$ cat src/rtl/key_conditioner_pkg.sv
// rtl/key_conditioner_pkg.sv - shared constants and repeat FSM encoding for key_conditioner
package key_conditioner_pkg;

  localparam int KC_WIDTH        = 3;
  localparam int KC_DB_CYCLES    = 1000000;
  localparam int KC_DELAY_CYCLES = 50000000;
  localparam int KC_RATE_CYCLES  = 10000000;

  typedef enum logic [1:0] {
    KC_IDLE   = 2'd0,
    KC_DELAY  = 2'd1,
    KC_REPEAT = 2'd2
  } kc_state_e;

  // One counter width serves debounce and repeat timing alike.
  function automatic int kc_cnt_width(input int db, input int dl, input int rt);
    int m;
    m = db;
    if (dl > m) m = dl;
    if (rt > m) m = rt;
    return $clog2(m + 1);
  endfunction

endpackage

$ cat src/rtl/key_channel.sv
// rtl/key_channel.sv - one input channel: synchronizer, debouncer, edge pulses, auto-repeat
module key_channel
  import key_conditioner_pkg::*;
#(
  parameter int DB_CYCLES    = KC_DB_CYCLES,
  parameter int DELAY_CYCLES = KC_DELAY_CYCLES,
  parameter int RATE_CYCLES  = KC_RATE_CYCLES
) (
  input  logic clk,
  input  logic rst_n,
  input  logic raw,
  output logic level,
  output logic press,
  output logic release_pulse,
  output logic rpt
);

  localparam int CW = kc_cnt_width(DB_CYCLES, DELAY_CYCLES, RATE_CYCLES);
  localparam logic [CW-1:0] DB_MAX     = CW'(DB_CYCLES);
  localparam logic [CW-1:0] DELAY_LAST = CW'(DELAY_CYCLES - 1);
  localparam logic [CW-1:0] RATE_LAST  = CW'(RATE_CYCLES - 1);

  logic          sync1, sync2;
  logic [CW-1:0] db_cnt;
  logic [CW-1:0] rep_cnt, rep_cnt_nx;
  kc_state_e     state, state_nx;
  logic          rpt_nx;
  logic          toggle, rise, fall;

  always_ff @(posedge clk or negedge rst_n) begin
    if (!rst_n) begin
      sync1 <= 1'b0;
      sync2 <= 1'b0;
    end else begin
      sync1 <= raw;
      sync2 <= sync1;
    end
  end

  // Toggle once DB_CYCLES differing samples have already accumulated.
  assign toggle = (sync2 != level) && (db_cnt == DB_MAX);
  assign rise   = toggle && !level;
  assign fall   = toggle && level;

  always_ff @(posedge clk or negedge rst_n) begin
    if (!rst_n) begin
      db_cnt        <= '0;
      level         <= 1'b0;
      press         <= 1'b0;
      release_pulse <= 1'b0;
    end else begin
      press         <= rise;
      release_pulse <= fall;
      if (sync2 == level) begin
        db_cnt <= '0;
      end else if (toggle) begin
        db_cnt <= '0;
        level  <= ~level;
      end else begin
        db_cnt <= db_cnt + 1'b1;
      end
    end
  end

  always_ff @(posedge clk or negedge rst_n) begin
    if (!rst_n) begin
      state   <= KC_IDLE;
      rep_cnt <= '0;
      rpt     <= 1'b0;
    end else begin
      state   <= state_nx;
      rep_cnt <= rep_cnt_nx;
      rpt     <= rpt_nx;
    end
  end

  // A falling level outranks any repeat tick due in the same cycle.
  always_comb begin
    state_nx   = state;
    rep_cnt_nx = rep_cnt;
    rpt_nx     = 1'b0;
    if (fall) begin
      state_nx   = KC_IDLE;
      rep_cnt_nx = '0;
    end else begin
      case (state)
        KC_IDLE: begin
          if (rise) begin
            state_nx   = KC_DELAY;
            rep_cnt_nx = '0;
            rpt_nx     = 1'b1;
          end
        end
        KC_DELAY: begin
          if (rep_cnt == DELAY_LAST) begin
            state_nx   = KC_REPEAT;
            rep_cnt_nx = '0;
            rpt_nx     = 1'b1;
          end else begin
            rep_cnt_nx = rep_cnt + 1'b1;
          end
        end
        KC_REPEAT: begin
          if (rep_cnt == RATE_LAST) begin
            rep_cnt_nx = '0;
            rpt_nx     = 1'b1;
          end else begin
            rep_cnt_nx = rep_cnt + 1'b1;
          end
        end
        default: begin
          state_nx   = KC_IDLE;
          rep_cnt_nx = '0;
        end
      endcase
    end
  end

endmodule

$ cat src/rtl/key_conditioner.sv
// rtl/key_conditioner.sv - WIDTH independent debounced key channels with auto-repeat
module key_conditioner
  import key_conditioner_pkg::*;
#(
  parameter int WIDTH        = KC_WIDTH,
  parameter int DB_CYCLES    = KC_DB_CYCLES,
  parameter int DELAY_CYCLES = KC_DELAY_CYCLES,
  parameter int RATE_CYCLES  = KC_RATE_CYCLES
) (
  input  logic             clk100MHz,
  input  logic             reset,
  input  logic [WIDTH-1:0] raw,
  output logic [WIDTH-1:0] level,
  output logic [WIDTH-1:0] press,
  output logic [WIDTH-1:0] release_pulse,
  output logic [WIDTH-1:0] rpt
);

  for (genvar g = 0; g < WIDTH; g++) begin : g_ch
    key_channel #(
      .DB_CYCLES   (DB_CYCLES),
      .DELAY_CYCLES(DELAY_CYCLES),
      .RATE_CYCLES (RATE_CYCLES)
    ) u_ch (
      .clk          (clk100MHz),
      .rst_n        (reset),
      .raw          (raw[g]),
      .level        (level[g]),
      .press        (press[g]),
      .release_pulse(release_pulse[g]),
      .rpt          (rpt[g])
    );
  end

endmodule

$ cat config.mk
export PLATFORM = sky130hd
export DESIGN_NAME = key_conditioner
export DESIGN_NICKNAME = d
export VERILOG_FILES = /design/src/rtl/key_conditioner_pkg.sv /design/src/rtl/key_channel.sv /design/src/rtl/key_conditioner.sv
export SDC_FILE = /design/constraint.sdc
export NUM_CORES = 1
export LEC_CHECK = 0
export ABC_CLOCK_PERIOD_IN_PS = 3300
export CORE_UTILIZATION = 63
export DETAILED_ROUTE_END_ITERATION = 10
export PLACE_DENSITY = 0.89
export SLEW_MARGIN = 20
export SYNTH_ARGS = -nofsm -noshare
export SYNTH_HDL_FRONTEND = slang
export SYNTH_SLANG_ARGS = --single-unit
$ cat constraint.sdc
create_clock -name clk100MHz -period 3.3 [get_ports clk100MHz]
set_input_delay 0.66 -clock clk100MHz [delete_from_list [all_inputs] [get_ports clk100MHz]]
set_output_delay 0.66 -clock clk100MHz [all_outputs]
set_load 0.02 [all_outputs]
==> results.yml <==
status:
  outcome: "finished, final reports clean"
floorplan:
  std_cell_rows: 45
  ios: 17
  chipHeight_um: 126
  die_width_um: 126
  floorplan.core_area_um2: 15100
  initial_utilization: 0.643
  die_area_um2: 16000
yosys:
  synth_area_leader_cell: "sky130_fd_sc_hd__dfrtp_1"
  synth.lib_cells_used.distinct: 55
  synthesis.area_per_instance_um2: 9.28
  post_synth_inst_count: 1050
  top_area_cells_in_the_synthesized_netlist: "sky130_fd_sc_hd__dfrtp_1 (46%), sky130_fd_sc_hd__nand3_1 (6.6%), sky130_fd_sc_hd__nand2_1 (4.4%)"
  postSynth.asyncResetShare: 1.00
  dominantRegCellSynth: "sky130_fd_sc_hd__dfrtp_1"
  ys_ff_latch: 180
  syn-num-nets: 1082
  synth_enable_flop_cells: 0
  ys.warnings.count: 0
  synthMostInstantiatedCell: "sky130_fd_sc_hd__dfrtp_1"
  synth_seq_area_share: 0.462
  yosys.area.top_type_share: 0.462
  mappedNetlistArea_um2: 9740
  ys_top_cells_by_count: "sky130_fd_sc_hd__dfrtp_1 (180), sky130_fd_sc_hd__nand3_1 (128), sky130_fd_sc_hd__nand2_1 (115), sky130_fd_sc_hd__nor2_1 (110)"
place:
  detailedPlacementHpwl_mm: 13.1
  dp_cell_count: 1224
  portBuffers: 16
  routabilityCongestion: 0.828
  dpl_worst_slack_ns: 0.452
global_route:
  leftover_overflow_at_the_end_of_global_routing: 0
  grt.total_usage: 0.268
  grt_start_max_net_pins: 76
  number_of_global_route_vias_before_repair: 7365
  grt_first_pass_wirelength_mm: 34.7
  antenna_violations_before_repair: 0
clock_tree:
  cts_sinks: 180
  cts_tree: "yes"
  clock_tree.htree_level_count: 4
  clkTransAtPathRegs_ns: 0.07
  cts_inserted_buffers: 17
  cts_buffer_depth: 2
  hold_buffers: 0
  worstSkewPairLatency_ns: 0.44
  cts_root_buf: "sky130_fd_sc_hd__clkbuf_16"
  post-cts-setup-buffers: 0
  cts_repair_resize_count: 0
min_path:
  worstHoldPathType: "in -> async"
sta:
  finalHoldViolations: 0
  setup_slack_ns: 0.420
  maxSlewHeadroom: 0.452
  finalSetupViolations: 0
  grt_setup_unrepaired: "false"
  slew_violations: 0
  worst-slew-pin-transition_ns: 0.820
  post-route-period-util: 0.873
  finalWorstPathRequiredPeriod_ns: 2.88
  timing.clock.skew_ns: 0.0110
  setup_tns_ns: 0
  timing.fmax_mhz: 347
routing:
  dr.pass1.iters: 5
  post_detailed_route_via_to_cell_ratio: 6.28
  drt_wl_total_mm: 19.8
  drt_first_iter_violations: 707
  num_vias: 7893
  drt.antenna.violating_nets: 0
  detail_route.drc_violations: 0
  routed_wire_length_per_instance_um: 15.8
finish:
  finish.cell_count_without_fillers: 1256
  final_nets: 1087
  antenna-diode-count: 0
  n_fill_cell: 1094
  syn_to_final_growth_pct: 9.12
  drive_gt1_frac: 0.0543
worst_setup_path:
  cp_max_fo: 13
  worstPathArrival_ns: 3.25
  kind_of_critical_path: "reg -> reg"
  crit_start_category: "flip-flop"
  worstSetupEndpointType: "flip-flop"
  slowest_delay_ns: 0.48
  critical_path_required_ns: 3.67
  path_cells: "inv_1 -> ha_1 -> nor4bb_1 -> nand4_1 -> o41a_1 -> a211o_1 -> buf_4 -> or3_1 -> nand3_1"
  critical-path-slowest-cell: "sky130_fd_sc_hd__o41a_1"
power:
  p_per_area_nw_per_um2: 416
  power.static_leakage_nw: 4.40
  vdd_drop_max_mv: 0.353
job:
  max_cap_viol_count: 0
==> path summary, 6_finish.rpt <==
check	from	end	slack [ns]	depth (start not counted)
worst max register to register	g_ch[2].u_ch.db_cnt[0]	g_ch[2].u_ch.rep_cnt[25]	0.42	9
min in group clk100MHz	g_ch[0].u_ch.sync1	g_ch[0].u_ch.sync2	0.35	0
worst max-delay path	g_ch[2].u_ch.db_cnt[0]	g_ch[2].u_ch.rep_cnt[25]	0.42	9
worst min register to register	g_ch[0].u_ch.sync1	g_ch[0].u_ch.sync2	0.35	0
max in group asynchronous	reset	g_ch[2].u_ch.rep_cnt[2]	2.39	2
worst min-delay path	reset	g_ch[1].u_ch.rep_cnt[15]	0.11	1
==> state kept, by name (all words and copies together) (netlist names) <==
| name | cells |
|---|---|
| g_ch.u_ch.release_pulse | 3 |
| g_ch.u_ch.rpt | 3 |
| g_ch.u_ch.sync1 | 3 |
| g_ch.u_ch.db_cnt | 78 |
| g_ch.u_ch.rep_cnt | 78 |
| g_ch.u_ch.level | 3 |
| g_ch.u_ch.press | 3 |
| g_ch.u_ch.state | 6 |
| g_ch.u_ch.sync2 | 3 |
==> per-stage QoR <==
| stage | utilization | hold slack (ns) | total power, mW | cell area (um2) |
|---|---|---|---|---|
| after floorplan | - | 0.331 | 2.31 | 9740 |
| after global placement | 0.661 | 0.332 | 2.37 | 10000 |
| after detailed placement | 0.661 | 0.344 | 2.37 | 10000 |
| after CTS | 0.702 | 0.116 | 4.45 | 10600 |
| after global routing | 0.702 | 0.135 | 4.55 | 10600 |
| final | 0.702 | 0.111 | 4.42 | 10600 |
==> layout by cell type (no fill, tap or decap), drive strengths merged, types with 4 or more instances in the layout <==
master         Yosys  routed
or4               12      12
a21oi             17      17
clkbuf            23      20
ha                27      27
nor3b              6       6
nor4              20      20
nand4             41      41
nor2b              5       5
and2               8       8
nor4b             10      10
nor2             110     110
o21ai             21      21
o211ai             7       7
o311ai            31      31
or3               34      34
a211o              4       4
buf               20      14
and4              18      18
dfrtp            180     180
clkinvlp           0       4
a22oi              4       4
and3              26      26
nor3              22      22
a21o              11      11
xor2              40      40
o41ai              9       9
xnor2             35      35
nand3            128     128
clkdlybuf4s50      0      15
nand2b             4       4
inv               35      36
nand2            115     115
clkinv             0       4
==> report_power, final <==
part           switching, mW  total [mW]  internal (mW)  leakage [nW]
Sequential            0.0133        2.23           2.22          2.49
Clock                  0.865        2.09           1.23         0.288
Combinational         0.0716      0.0955         0.0239          1.61
Total                  0.950        4.42           3.47          4.40
==> routing by layer <==
layer | GRT usage | vias up | wire, um
met4 | 0.111 | 0 | 389
met5 | 0 | - | 0
li1 | - | 3828 | -
met1 | 0.375 | 3841 | 9350
met2 | 0.415 | 188 | 9310
met3 | 0.0489 | 36 | 787
==> critical path: cells and delay by family, from the launching register on <==
family | cells | cell delay [ns]
simple gates | 4 | 1.02
compound gates | 2 | 0.88
fa+ha+maj | 1 | 0.14
flops | 1 | 0.43
buf+inv | 2 | 0.33
==> kinds of logic after synthesis <==
family          synth area share
compound gates            0.0946
xor+xnor                  0.0674
fa+ha+maj                 0.0347
buf+inv                   0.0369
flops                      0.462
mux                      0.00103
simple gates               0.303
==> cell type report <==
cell class	count	area (um2)	share of cell area
clock buffers	20	457	0.0430
clock inverters	12	153	0.0144
inverters	35	131	0.0124
multi-input cells	792	4880	0.459
flip-flops and latches	180	4500	0.424
well taps	188	235	0.0221
repair buffers	29	272	0.0255
(Power assumes the default switching activity.)
